$ cat src/rtl/alu_ctrl_pkg.sv
// Shared types and constants for the ALU arbiter/sequencer and its issue logic.
// Opcode names are the encoding the external 8-bit ALU decodes.
package alu_ctrl_pkg;

    localparam int unsigned DW_DEFAULT = 8;
    localparam int unsigned OPW        = 4;

    typedef enum logic [1:0] {
        IDLE = 2'd0,
        EXEC = 2'd1,
        RESP = 2'd2
    } state_e;

    localparam logic [OPW-1:0] OP_AND_R = 4'h0;
    localparam logic [OPW-1:0] OP_OR_R  = 4'h1;
    localparam logic [OPW-1:0] OP_XOR_R = 4'h2;
    localparam logic [OPW-1:0] OP_AND   = 4'h3;
    localparam logic [OPW-1:0] OP_OR    = 4'h4;
    localparam logic [OPW-1:0] OP_XOR   = 4'h5;
    localparam logic [OPW-1:0] OP_NAND  = 4'h6;
    localparam logic [OPW-1:0] OP_NOR   = 4'h7;
    localparam logic [OPW-1:0] OP_XNOR  = 4'h8;
    localparam logic [OPW-1:0] OP_SUB   = 4'h9;
    localparam logic [OPW-1:0] OP_ADD   = 4'hA;
    localparam logic [OPW-1:0] OP_INC   = 4'hB;
    localparam logic [OPW-1:0] OP_SHR   = 4'hC;
    localparam logic [OPW-1:0] OP_SHL   = 4'hD;
    localparam logic [OPW-1:0] OP_MUL   = 4'hE;
    localparam logic [OPW-1:0] OP_NOT   = 4'hF;

    function automatic logic [1:0] onehot2(input logic idx);
        return idx ? 2'b10 : 2'b01;
    endfunction

endpackage

$ cat src/rtl/rr_arb2.sv
// Two-input round-robin picker: a lone request wins outright, on a tie the
// requester named by ptr wins. Purely combinational.
module rr_arb2
    import alu_ctrl_pkg::*;
(
    input  logic [1:0] req,
    input  logic       ptr,
    output logic [1:0] gnt,
    output logic       win
);

    always_comb begin
        win = 1'b0;
        unique case (req)
            2'b01:   win = 1'b0;
            2'b10:   win = 1'b1;
            2'b11:   win = ptr;
            default: win = 1'b0;
        endcase
        gnt = (|req) ? onehot2(win) : 2'b00;
    end

endmodule

$ cat src/rtl/alu_arb_ctrl.sv
// Round-robin arbiter and sequencer in front of the shared combinational ALU:
// accept one op, hold ALU inputs for an execute cycle, return the result.
module alu_arb_ctrl
    import alu_ctrl_pkg::*;
#(
    parameter int unsigned DW = DW_DEFAULT
) (
    input  logic            clk,
    input  logic            rst,
    input  logic [1:0]      req_valid,
    output logic [1:0]      req_ready,
    input  logic [7:0]      req_op,
    input  logic [2*DW-1:0] req_a,
    input  logic [2*DW-1:0] req_b,
    output logic [1:0]      rsp_valid,
    input  logic [1:0]      rsp_ready,
    output logic [2*DW-1:0] rsp_data,
    output logic [3:0]      alu_op,
    output logic [DW-1:0]   alu_a,
    output logic [DW-1:0]   alu_b,
    input  logic [DW-1:0]   alu_x,
    input  logic [DW-1:0]   alu_y,
    output logic            busy
);

    state_e          state_q, state_d;
    logic            ptr_q;
    logic            gnt_q;
    logic [3:0]      op_q;
    logic [DW-1:0]   a_q, b_q;
    logic [2*DW-1:0] data_q;

    logic [1:0]      arb_req, arb_gnt;
    logic            arb_win;
    logic            accept, rsp_fire;
    logic [3:0]      op_sel;
    logic [DW-1:0]   a_sel, b_sel;

    // Masking the arbiter input keeps req_ready low outside IDLE and during reset.
    assign arb_req = (state_q == IDLE && !rst) ? req_valid : 2'b00;

    rr_arb2 u_arb (
        .req (arb_req),
        .ptr (ptr_q),
        .gnt (arb_gnt),
        .win (arb_win)
    );

    assign accept   = |arb_gnt;
    assign op_sel   = arb_win ? req_op[7:4]      : req_op[3:0];
    assign a_sel    = arb_win ? req_a[2*DW-1:DW] : req_a[DW-1:0];
    assign b_sel    = arb_win ? req_b[2*DW-1:DW] : req_b[DW-1:0];
    assign rsp_fire = (state_q == RESP) && rsp_ready[gnt_q];

    always_comb begin
        state_d = state_q;
        unique case (state_q)
            IDLE:    if (accept) state_d = EXEC;
            EXEC:    state_d = RESP;
            RESP:    if (rsp_fire) state_d = IDLE;
            default: state_d = IDLE;
        endcase
    end

    always_ff @(posedge clk) begin
        if (rst) begin
            state_q <= IDLE;
            ptr_q   <= 1'b0;
            gnt_q   <= 1'b0;
            op_q    <= '0;
            a_q     <= '0;
            b_q     <= '0;
            data_q  <= '0;
        end else begin
            state_q <= state_d;
            if (accept) begin
                op_q  <= op_sel;
                a_q   <= a_sel;
                b_q   <= b_sel;
                gnt_q <= arb_win;
            end
            if (state_q == EXEC) begin
                data_q <= {alu_y, alu_x};
            end
            if (rsp_fire) begin
                ptr_q <= ~gnt_q;
            end
        end
    end

    assign req_ready = arb_gnt;
    assign rsp_valid = (state_q == RESP) ? onehot2(gnt_q) : 2'b00;
    assign rsp_data  = data_q;
    assign alu_op    = op_q;
    assign alu_a     = a_q;
    assign alu_b     = b_q;
    assign busy      = (state_q != IDLE);

endmodule

$ cat config.mk
export PLATFORM = sky130hd
export DESIGN_NAME = alu_arb_ctrl
export DESIGN_NICKNAME = d
export VERILOG_FILES = /design/src/rtl/alu_ctrl_pkg.sv /design/src/rtl/rr_arb2.sv /design/src/rtl/alu_arb_ctrl.sv
export SDC_FILE = /design/constraint.sdc
export NUM_CORES = 1
export LEC_CHECK = 0
export CELL_PAD_IN_SITES_DETAIL_PLACEMENT = 0
export CELL_PAD_IN_SITES_GLOBAL_PLACEMENT = 1
export CORE_MARGIN = 1
export CORE_UTILIZATION = 24
export CTS_BUF_LIST = sky130_fd_sc_hd__clkbuf_8
export CTS_CLUSTER_DIAMETER = 80
export DETAILED_ROUTE_END_ITERATION = 7
export PLACE_DENSITY = 0.85
export SLEW_MARGIN = 20
export SYNTH_ARGS = -nofsm -noshare
export SYNTH_HDL_FRONTEND = slang
export SYNTH_SLANG_ARGS = --single-unit
$ cat constraint.sdc
create_clock -name clk -period 1 [get_ports clk]
set_input_delay 0.2 -clock clk [delete_from_list [all_inputs] [get_ports clk]]
set_output_delay 0.2 -clock clk [all_outputs]
set_load 0.02 [all_outputs]
==> results.txt <==
Status: finished with violations
Failing checks: negative setup slack
CP Cell Sequence: nor3_4 -> o21ai_4 -> nor2b_4 -> buf_6
Critical path's slowest cell: dfxtp_2
Hold Fails Final Rpt: 0
Global-route wire length before repair: 8.542 mm
Share of cells above drive strength 1: 0.4452
Core box area: 6495 sq um
RSZ-0062 raised after global routing: true
Final worst path period share: 1.451
Residual DRC count: 0
Max cap viols: 0
Final slew viol count: 0
Leakage: 1.299 nW
Mapped Area: 1655 sq um
TritonCTS clock tree: yes
Fill cell count: 641
Gr usage total: 0.1492
Peak Freq: 689.0 MHz
Die H: 85.05 um
Leading cell type in the layout, fill and taps excluded: clkdlybuf4s50_1
Antenna viol nets, final: 0
Ys Warns: 0
Final Util: 0.4878
CTS clk-pin slew, worst paths: 0.08 ns
Setup CP Type: reg -> out
Clock Root Buffer: clkbuf_8
Post-synthesis mux area share: 0.01209
Area leader, netlist: dfxtp_1
Worst Skew: 0.005697 ns
Sequential-to-total area share from yosys stat: 0.4837
Required @ worst endpoint: 0.80 ns
Crit path buf inv count: 1
Syn_nets: 248
Fin worst setup slack: -0.4513 ns
Num Clock Sinks: 40
Post-Syn Instances: 186
Die Width: 85.05 um
Detailed Place HPWL: 3.219 mm
Vias in the first global route: 1801
Worst-Skew Late Latency: 0.29 ns
DR vias: 1728
Num CTS Buffers: 5
Post-synthesis compound-gate area fraction: 0.2336
Pwr/cell area: 1390 nW/um^2
Synth Area in Simple Gates: 0.2101
Largest net degree at the start of global routing: 40
Largest family of logic cells by synthesized area: compound AO/OA/AOI/OAI gates
Antenna violations before repair: 0
DRT iter0 DRCs: 28
Starting density of the core: 0.2549
Post-synthesis xor/xnor area fraction: 0
Mapped Avg Cell Area: 8.900 sq um
Total power: 4.403 mW
Number of port buffers: 102
Share of synthesized cell area in full adder, half adder and majority cells: 0
Routed len/inst: 13.63 um
Startpoint class of the critical path: flop
Via density: 4.571
Largest cells by area after synthesis: dfxtp_1, nand3b_1, nand2_1, o22ai_1, a21oi_1
Area share of the largest cell type after synthesis: 0.4837
Pre-CTS WS: -1.008 ns
First-pass detailed-route iteration total: 4
Critical path fanouts, max: 3
Rows: 29
Post-DP Area: 2885 sq um
Final setup violation count: 45
Ports: 103
GP Congestion: 0.6047
Synth Register Bits: 40
Layout Nets: 362
Critical Path AT: 1.25 ns
Area Overhead vs Synth: 91.38%
Total Die Area: 7234 sq um
Most frequent cells in the layout: clkdlybuf4s50_1, buf_4, nand2_1
Diode count: 0
Global route total overflow: 0
Worst-Margin Slew: 0.3655 ns
CTS Buffer Depth: 2
DRT Wirelength: 5.151 mm
Min Tclk post-route: 1.451 ns
Depth of the CTS H-tree: 2
CP peak stage delay: 0.35 ns
Hold Crit Class: in -> reg
Slew margin rel.: 0.7563
Critical path's top delay family: simple AND/OR/NAND/NOR gates
Unique masters post-synth: 22
Worst vdd ir: 0.7418 mV
Crit. End Element: output port
Design Area, Final: 3168 sq um
through the flow:
stage	instances	hold slack [ns]	setup TNS, ns
floorplan	186	0.3360	-1.832
global placement	364	0.4425	-28.83
detailed placement	364	0.4465	-29.74
CTS	376	0.4454	-11.39
global route	378	0.4277	-14.08
finish	378	0.3951	-11.30
where the power goes:
group / internal, mW / switching, mW / total (mW)
Clock: 0.543 / 0.549 / 1.09
Combinational: 0.800 / 0.640 / 1.44
Sequential: 1.77 / 0.0989 / 1.87
Total: 3.12 / 1.29 / 4.40
worst min-delay path, delay by kind of cell:
kind	cells	cell delay [ns]
and+or+nand+nor	2	0.12
buffers and inverters	1	0.15
AOI/OAI and AO/OA	2	0.18
registers in the layout, summed over array words and instances, names as in the netlist:
name      flops
state_q       2
alu_b         8
gnt_q         1
ptr_q         1
rsp_data     16
alu_a         8
alu_op        4
cell type report:
class / instances / area (sq um) / area share
repair buffers: 123 / 1231 / 0.3886
multi-input cells: 128 / 898.4 / 0.2836
flip-flops and latches: 40 / 844.6 / 0.2666
well taps: 77 / 96.34 / 0.03041
clock buffers: 6 / 82.58 / 0.02607
clock inverters: 2 / 7.507 / 0.002370
inverters: 2 / 7.507 / 0.002370
cell families after synthesis:
kind of cell | Yosys count
DFF | 40
AOI/OAI and AO/OA | 62
and+or+nand+nor | 64
muxes | 2
buffers and inverters | 18
path summary, 6_finish.rpt:
| path | slack (ns) | startpoint | endpoint | cells after the start |
|---|---|---|---|---|
| setup reg to reg | -0.37 | state_q[0] | alu_b[1] | 6 |
| hold / removal | 0.40 | rst | gnt_q | 5 |
| hold reg to reg | 0.45 | rsp_data[7] | rsp_data[7] | 2 |
| setup / recovery | -0.45 | state_q[0] | req_ready[0] | 4 |
synth_stat cells:
library cell and n:
nor2b_1 4, buf_2 5, nor2_1 2, o22ai_1 19, buf_6 2, o21ai_1 13
clkbuf_1 6, o21bai_1 1, nor3_4 1, inv_1 2, nand2_1 33, a2bb2oi_1 1
dfxtp_1 40, nand3b_1 20, buf_4 3, nand2b_1 2, mux2i_1 2, or2_2 1
a21oi_1 18, o211a_4 1, and2_1 1, o21ai_2 9
layer usage:
metal | routed length (um) | track usage
met5 | 0 | 0
met4 | 21 | 0.03698
met3 | 430 | 0.05058
met2 | 2601 | 0.2727
met1 | 2098 | 0.1655
repair_timing:
| action | CTS | global route |
|---|---|---|
| gates resized for setup | 212 | 64 |
| setup endpoints to repair | 81 | 79 |
| gates cloned | 3 | 1 |
| buffers inserted | 1 | 2 |
| pin swaps | 5 | 3 |
| hold buffers | 0 | 0 |
(Power assumes the default switching activity.)
